### src/rtl/tl_merged_phit_serializer.sv
// Serializes one merged TileLink beat (164-bit packed) into N_BEATS phits of PHIT_W bits,
// LSB-first, with zero-bubble reload on the final phit.
module tl_merged_phit_serializer #(
    parameter int unsigned PHIT_W = 32
) (
    input  logic              clock,
    input  logic              reset,
    output logic              io_in_ready,
    input  logic              io_in_valid,
    input  logic [2:0]        io_in_bits_chanId,
    input  logic [2:0]        io_in_bits_opcode,
    input  logic [2:0]        io_in_bits_param,
    input  logic [7:0]        io_in_bits_size,
    input  logic [7:0]        io_in_bits_source,
    input  logic [63:0]       io_in_bits_address,
    input  logic [63:0]       io_in_bits_data,
    input  logic              io_in_bits_corrupt,
    input  logic [8:0]        io_in_bits_union,
    input  logic              io_in_bits_last,
    input  logic              io_out_ready,
    output logic              io_out_valid,
    output logic [PHIT_W-1:0] io_out_bits
);

    localparam int unsigned FLAT_W  = 164;
    localparam int unsigned N_BEATS = (FLAT_W + PHIT_W - 1) / PHIT_W;
    localparam int unsigned CNT_W   = (N_BEATS > 1) ? $clog2(N_BEATS) : 1;
    localparam int unsigned SH_W    = N_BEATS * PHIT_W;
    localparam logic [CNT_W-1:0] CNT_LAST = CNT_W'(N_BEATS - 1);

    typedef enum logic {
        IDLE = 1'b0,
        SEND = 1'b1
    } state_t;

    state_t            state, state_nxt;
    logic [CNT_W-1:0]  cnt, cnt_nxt;
    logic [SH_W-1:0]   shreg, shreg_nxt;
    logic [SH_W-1:0]   flat;
    logic              last_phit;
    logic              in_fire;
    logic              out_fire;

    // Zero-padded to a whole number of phits so the final shift never exposes stale bits.
    always_comb begin
        flat = '0;
        flat[FLAT_W-1:0] = {io_in_bits_chanId, io_in_bits_opcode, io_in_bits_param,
                            io_in_bits_size, io_in_bits_source, io_in_bits_address,
                            io_in_bits_data, io_in_bits_corrupt, io_in_bits_union,
                            io_in_bits_last};
    end

    always_ff @(posedge clock) begin
        if (!reset) begin
            state <= IDLE;
            cnt   <= '0;
            shreg <= '0;
        end else begin
            state <= state_nxt;
            cnt   <= cnt_nxt;
            shreg <= shreg_nxt;
        end
    end

    always_comb begin
        state_nxt = state;
        cnt_nxt   = cnt;
        shreg_nxt = shreg;

        // Ready looks through to out_ready on the last phit so the next beat loads without a gap.
        last_phit    = (cnt == CNT_LAST);
        io_out_valid = reset & (state == SEND);
        io_in_ready  = reset & ((state == IDLE) | (last_phit & io_out_ready));
        io_out_bits  = shreg[PHIT_W-1:0];
        in_fire      = io_in_valid & io_in_ready;
        out_fire     = io_out_valid & io_out_ready;

        case (state)
            IDLE: begin
                if (in_fire) begin
                    shreg_nxt = flat;
                    cnt_nxt   = '0;
                    state_nxt = SEND;
                end
            end
            SEND: begin
                if (out_fire) begin
                    if (!last_phit) begin
                        shreg_nxt = shreg >> PHIT_W;
                        cnt_nxt   = cnt + CNT_W'(1);
                    end else if (in_fire) begin
                        shreg_nxt = flat;
                        cnt_nxt   = '0;
                    end else begin
                        state_nxt = IDLE;
                    end
                end
            end
            default: state_nxt = IDLE;
        endcase
    end

endmodule
### config.mk
export PLATFORM = sky130hd
export DESIGN_NAME = tl_merged_phit_serializer
export DESIGN_NICKNAME = d
export VERILOG_FILES = /design/src/rtl/tl_merged_phit_serializer.sv
export SDC_FILE = /design/constraint.sdc
export NUM_CORES = 1
export LEC_CHECK = 0
export BUFFER_PORTS_ARGS = -buffer_cell sky130_fd_sc_hd__buf_2
export CAP_MARGIN = 30
export CORE_ASPECT_RATIO = 1.5
export CORE_UTILIZATION = 29
export CTS_BUF_LIST = sky130_fd_sc_hd__clkbuf_4 sky130_fd_sc_hd__clkbuf_8
export CTS_CLUSTER_SIZE = 16
export DETAILED_ROUTE_END_ITERATION = 12
export PLACE_DENSITY_LB_ADDON = 0.08
export SLEW_MARGIN = 25
export SYNTH_ARGS = -nofsm -noshare
export SYNTH_HDL_FRONTEND = slang
export SYNTH_SLANG_ARGS = --single-unit
### constraint.sdc
create_clock -name clock -period 1.95 [get_ports clock]
set_clock_uncertainty 0.15 [all_clocks]
set_input_delay 0.195 -clock clock [delete_from_list [all_inputs] [get_ports clock]]
set_output_delay 0.195 -clock clock [all_outputs]
set_load 0.1 [all_outputs]
After elaboration in Yosys (flattened, before gate mapping):

Cells that the tools add are included.

* $add $sub $neg: 1
* eq/ne operators: 2
* mux-type cells: 12
* bitwise logic cells: 7

Operator list (number)
* 192-bit 2-to-1 mux: 3
* 192-bit case mux with 2 select lines: 1
* 3-bit 2-to-1 mux: 3
* 3-bit case mux with 2 select lines: 1
* 1-bit bitwise AND: 5
* 3-bit by 1-bit adder with 3-bit output (second input constant): 1
* 3-bit == test (second input constant): 1
* 1-bit 2-to-1 mux: 3
* 2-bit by 1-bit inequality test with 1-bit output (second input constant): 1
* 1-bit case mux with 2 select lines: 1
* 1-bit NOT: 1
* 1-bit OR: 1

* flip-flop bits (word level): 196
* logic and storage cells: 25

Depth between registers and ports, before layout:

* depth in word-level cells: 9
* mapped depth: 8
* depth with buffers taken out: 5

Least setup slack after synthesis:

No wires, ideal clock.

* path kind: input to output
* from: input port reset
* to: output port io_in_ready
* arrival time: 3.074 ns
* required time: 1.605 ns
* slack: -1.469 ns
* stages: 4
* cell sequence: buf_2 > clkbuf_1 > clkbuf_1 > a21boi_0

* cells in the longest elaborated chain, start to end: 1

Ends and longest elaborated chain
* start, declared: line 7 `input logic reset,`
* 1-bit bitwise AND: line 73 `io_in_ready = reset & ((state == IDLE) | (last_phit & io_out_ready));`
* end, declared: line 8 `output logic io_in_ready,`

No other way between the ends.

Final worst setup path:

* from: register cnt[1]
* to: register shreg[63]

* cells in the longest elaborated chain, start to end: 9

Ends and longest elaborated chain
* start, declared: line 37 `logic [CNT_W-1:0] cnt, cnt_nxt;`
* start signal, assigned: line 60 `cnt <= cnt_nxt;`
* 3-bit == test *: line 71 `last_phit = (cnt == CNT_LAST);`
* 1-bit bitwise AND: line 73
* 1-bit OR: line 73
* 1-bit bitwise AND: line 73
* 1-bit bitwise AND: line 75 `in_fire = io_in_valid & io_in_ready;`
* 192-bit 2-to-1 mux
* 192-bit 2-to-1 mux: line 88 `if (!last_phit) begin`
* 192-bit 2-to-1 mux: line 87 `if (out_fire) begin`
* 192-bit case mux with 2 select lines *: line 78 `case (state)`
* end signal, assigned: line 61 `shreg <= shreg_nxt;`
* end, declared: line 38 `logic [SH_W-1:0] shreg, shreg_nxt;`

Every way passes the cells marked *; elsewhere a longest branch is shown, timed or not. The select of a mux whose other input is x is not followed.
A chain may end at the register's enable or synchronous reset.

==> results.py <==
metrics = {
    "cts": {
        "cts_htree_levels": 4,
        "clkSinkCount": 196,
        "ctsLongestPathBuffers": 2,
        "numCtsBuffers": 17,
        "cts.reportedPaths.clkPinSlew_ns": 0.11,
        "worst_skew_pair.late_latency_ns": 0.51,
        "master_cell_of_the_clock_root_buffer": "sky130_fd_sc_hd__clkbuf_8",
        "tritoncts": "built",
    },
    "yosys": {
        "synth_cells": 1223,
        "yosys-mux-area-fraction_pct": 0,
        "synth.yosys.seq_area_share_pct": 34.8,
        "synth_top_family_by_area": "compound AO/OA/AOI/OAI gates",
        "ys_types": 31,
        "number_of_nets_in_the_synthesized_netlist": 1393,
        "ys_warn_count": 0,
        "yosys.area_share.xor_xnor_pct": 0,
        "avg_inst_size_synth_um2": 9.23,
        "synth_area_mm2": 0.0113,
        "synth_compound_area_share_pct": 31.2,
        "yosys.area_share.simple_pct": 15.5,
        "synth_fa_ha_area_share_pct": 0.222,
        "number_of_flip_flops_and_latches_in_the_synthesized_netlist": 196,
    },
    "layout": {
        "syn_to_final_growth_pct": 33.0,
        "fin_area_mm2": 0.0150,
        "design.final.nets": 1667,
        "post_route_cells_drive_above_1_share_pct": 36.6,
        "fin_cells": 2006,
    },
    "setup_path": {
        "critPathArrivalTime_ns": 2.12,
        "critical_path_fanouts_max": 61,
        "critPathRequiredTime_ns": 2.18,
        "critical_path.startpoint": "cnt[1]",
        "rrSetupSlack_ns": 0.06,
        "critical_path.reg2reg.startpoint": "cnt[1]",
        "critPathCaptureType": "flop",
        "worstRegToRegCells": 7,
        "worst_setup_path_start_kind": "flop",
        "r2r_end": "shreg[63]",
        "worst-setup-path-type": "flop to flop",
    },
    "timing": {
        "report.final.hold_viol_count": 0,
        "timing.slew.headroom_pct": 66.8,
        "timing_worst_slew_pin_value_ns": 0.502,
        "grt_setup_unrepaired": "yes",
        "post_route_setup_tns_ns": 0,
        "fmax_mhz": 529,
        "final-max-slew-violation-count": 0,
        "post-route-period-util_pct": 96.9,
        "fin_hold_ws_ns": 0.0399,
        "setup_viol": 0,
        "timing.final.crit_period_ns": 1.89,
    },
    "min_path": {
        "hold_path_class": "primary input to flop",
        "endpoint_of_the_worst_hold_path": "state",
        "min_from": "io_out_ready",
        "min_delay_path_depth": 4,
    },
    "floorplanning": {
        "ios": 202,
        "start_util_pct": 29.4,
        "fp.dieW_um": 163,
        "design.die.area_mm2": 0.0397,
        "core_area_mm2": 0.0384,
        "floorplan.rows": 88,
        "die_height_um": 244,
    },
    "pwr": {
        "power.density_mw_per_mm2": 677,
        "leakagePower_uw": 0.00644,
        "tot_pwr_uw": 10200,
        "worst_ir_drop_vdd_mv": 0.342,
    },
    "detailed_routing": {
        "via_count": 9925,
        "post-route-drc-count": 0,
        "ant_nets": 0,
        "routed_via_density": 4.95,
        "wl_per_instance_um": 18.1,
        "drt-total-wl_mm": 36.4,
        "pre_antenna_drt_iters": 5,
        "drt_iter0_markers": 484,
    },
    "grt": {
        "grt_antenna_before_repair": 1,
        "grt_max_degree": 71,
        "first_global_vias": 9696,
        "wire_length_of_the_first_global_routing_pass_mm": 57.0,
        "globalRoute.totalOverflow": 0,
        "grt.total_usage_pct": 18.3,
    },
    "status": {
        "status": "finished, final reports clean",
    },
    "placed_design": {
        "globalplace.congestion": 0.746,
        "place_inst": 1803,
        "place_hpwl_mm": 21.8,
        "port_buffers": 201,
        "detailed_place.area_mm2": 0.0128,
    },
    "flow_run": {
        "maxCapViolCount": 0,
    },
}
==> how the worst max path moves through the flow <==
stage / to / slack, ns / depth (start not counted)
floorplan: shreg[106] / 0.09 / 8
global placement: shreg[121] / 0.06 / 6
detailed placement: shreg[12] / 0.04 / 6
CTS: shreg[12] / 0.01 / 7
global route: shreg[6] / -0.04 / 7
finish: shreg[63] / 0.06 / 7
==> worst max-delay path, cell delays in order (launching register included) <==
cell                       delay, ns
sky130_fd_sc_hd__dfxtp_2        0.35
sky130_fd_sc_hd__inv_2          0.04
sky130_fd_sc_hd__ha_4           0.16
sky130_fd_sc_hd__buf_4          0.14
sky130_fd_sc_hd__and2_4         0.18
sky130_fd_sc_hd__buf_12         0.20
sky130_fd_sc_hd__o311ai_0       0.45
sky130_fd_sc_hd__a221oi_2       0.05
==> kinds of logic (layout without fill, tap and decap cells) <==
group                    Yosys count  after routing
buffers and inverters            486            773
adder cells (fa/ha/maj)            2              2
AND/OR/NAND/NOR                  206            206
flip-flops                       196            196
AO/OA/AOI/OAI                    333            333
other                              0              1
==> layout by cell type, fill, tap and decap left out, types with 28 or more instances in the layout <==
cell type and n:
sky130_fd_sc_hd__or3b_2 153, sky130_fd_sc_hd__o311ai_1 33, sky130_fd_sc_hd__and3b_1 28, sky130_fd_sc_hd__dfxtp_1 193, sky130_fd_sc_hd__buf_2 197, sky130_fd_sc_hd__a221oi_2 100
sky130_fd_sc_hd__o311ai_0 127, sky130_fd_sc_hd__inv_1 321, sky130_fd_sc_hd__a221oi_1 60, sky130_fd_sc_hd__dlygate4sd3_1 166, sky130_fd_sc_hd__buf_12 29
==> metrics by stage <==
stage	util (%)	setup slack (ns)
finish	39.1	0.0597
global placement	33.4	0.0629
global route	39.1	-0.0351
CTS	38.9	0.0106
floorplan	-	0.0909
detailed placement	33.4	0.0444
==> cells in the mapped netlist <==
master / number / area [um2]
sky130_fd_sc_hd__or3b_1: 8 / 70.1
sky130_fd_sc_hd__a2bb2oi_2: 1 / 15.0
sky130_fd_sc_hd__inv_1: 322 / 1210
sky130_fd_sc_hd__ha_1: 2 / 25.0
sky130_fd_sc_hd__or3b_2: 153 / 1340
sky130_fd_sc_hd__a221oi_2: 99 / 1490
sky130_fd_sc_hd__o31a_1: 1 / 8.76
sky130_fd_sc_hd__dfxtp_1: 196 / 3920
sky130_fd_sc_hd__nand3_1: 1 / 5.00
sky130_fd_sc_hd__and3_1: 1 / 6.26
sky130_fd_sc_hd__buf_6: 1 / 11.3
sky130_fd_sc_hd__o21ai_0: 1 / 5.00
sky130_fd_sc_hd__a221oi_1: 61 / 534
sky130_fd_sc_hd__o22ai_1: 2 / 12.5
sky130_fd_sc_hd__a21boi_2: 1 / 11.3
sky130_fd_sc_hd__buf_4: 46 / 345
sky130_fd_sc_hd__a21oi_1: 2 / 10.0
sky130_fd_sc_hd__o2bb2ai_1: 4 / 35.0
sky130_fd_sc_hd__clkbuf_2: 5 / 25.0
sky130_fd_sc_hd__buf_2: 45 / 225
sky130_fd_sc_hd__nor3b_1: 2 / 15.0
sky130_fd_sc_hd__nor2b_1: 2 / 12.5
sky130_fd_sc_hd__nor2_2: 1 / 6.26
sky130_fd_sc_hd__buf_1: 15 / 56.3
sky130_fd_sc_hd__o311ai_0: 160 / 1400
sky130_fd_sc_hd__nand2_2: 1 / 6.26
sky130_fd_sc_hd__and3b_1: 28 / 245
sky130_fd_sc_hd__and2_1: 2 / 12.5
sky130_fd_sc_hd__clkbuf_1: 52 / 195
sky130_fd_sc_hd__nand2_1: 7 / 26.3
sky130_fd_sc_hd__a21boi_0: 1 / 7.51
==> sequential cells by signal (all words and copies together) (netlist names) <==
signal / count
cnt: 3
shreg: 192
state: 1
==> area by class of cell <==
type                    instances  area [um2]
diodes                          1        2.50
clock buffers                  21         283
clock inverters                11         126
fillers                      3867       23400
inverters                     322        1210
multi-input cells             541        5370
flip-flops and latches        196        3930
well taps                     495         619
repair buffers                419        3480
==> power by group <==
group	internal (uW)	total (uW)	switching, uW
registers	4350	4620	274
clock network	1260	2860	1600
logic	1140	2680	1540
total	6750	10200	3420
==> per-layer routing <==
| metal | part of all wire (%) | global-route usage [%] |
|---|---|---|
| met1 | 49 | 26.4 |
| met2 | 46 | 28.4 |
| met3 | 2.9 | 2.57 |
| met4 | 1.3 | 4.51 |
| met5 | 0 | 0 |
==> repair_timing <==
item / 4_1_cts / 5_1_grt
cloned: 0 / 1
endpoints found under the setup margin: 1 / 67
gates resized for setup: 7 / 38
pin swaps: 2 / 2
hold buffers: 166 / 0
buffers inserted: 2 / 2
hold endpoints to repair: 171 / 0
Note: power is estimated with default switching activity, not from simulation.
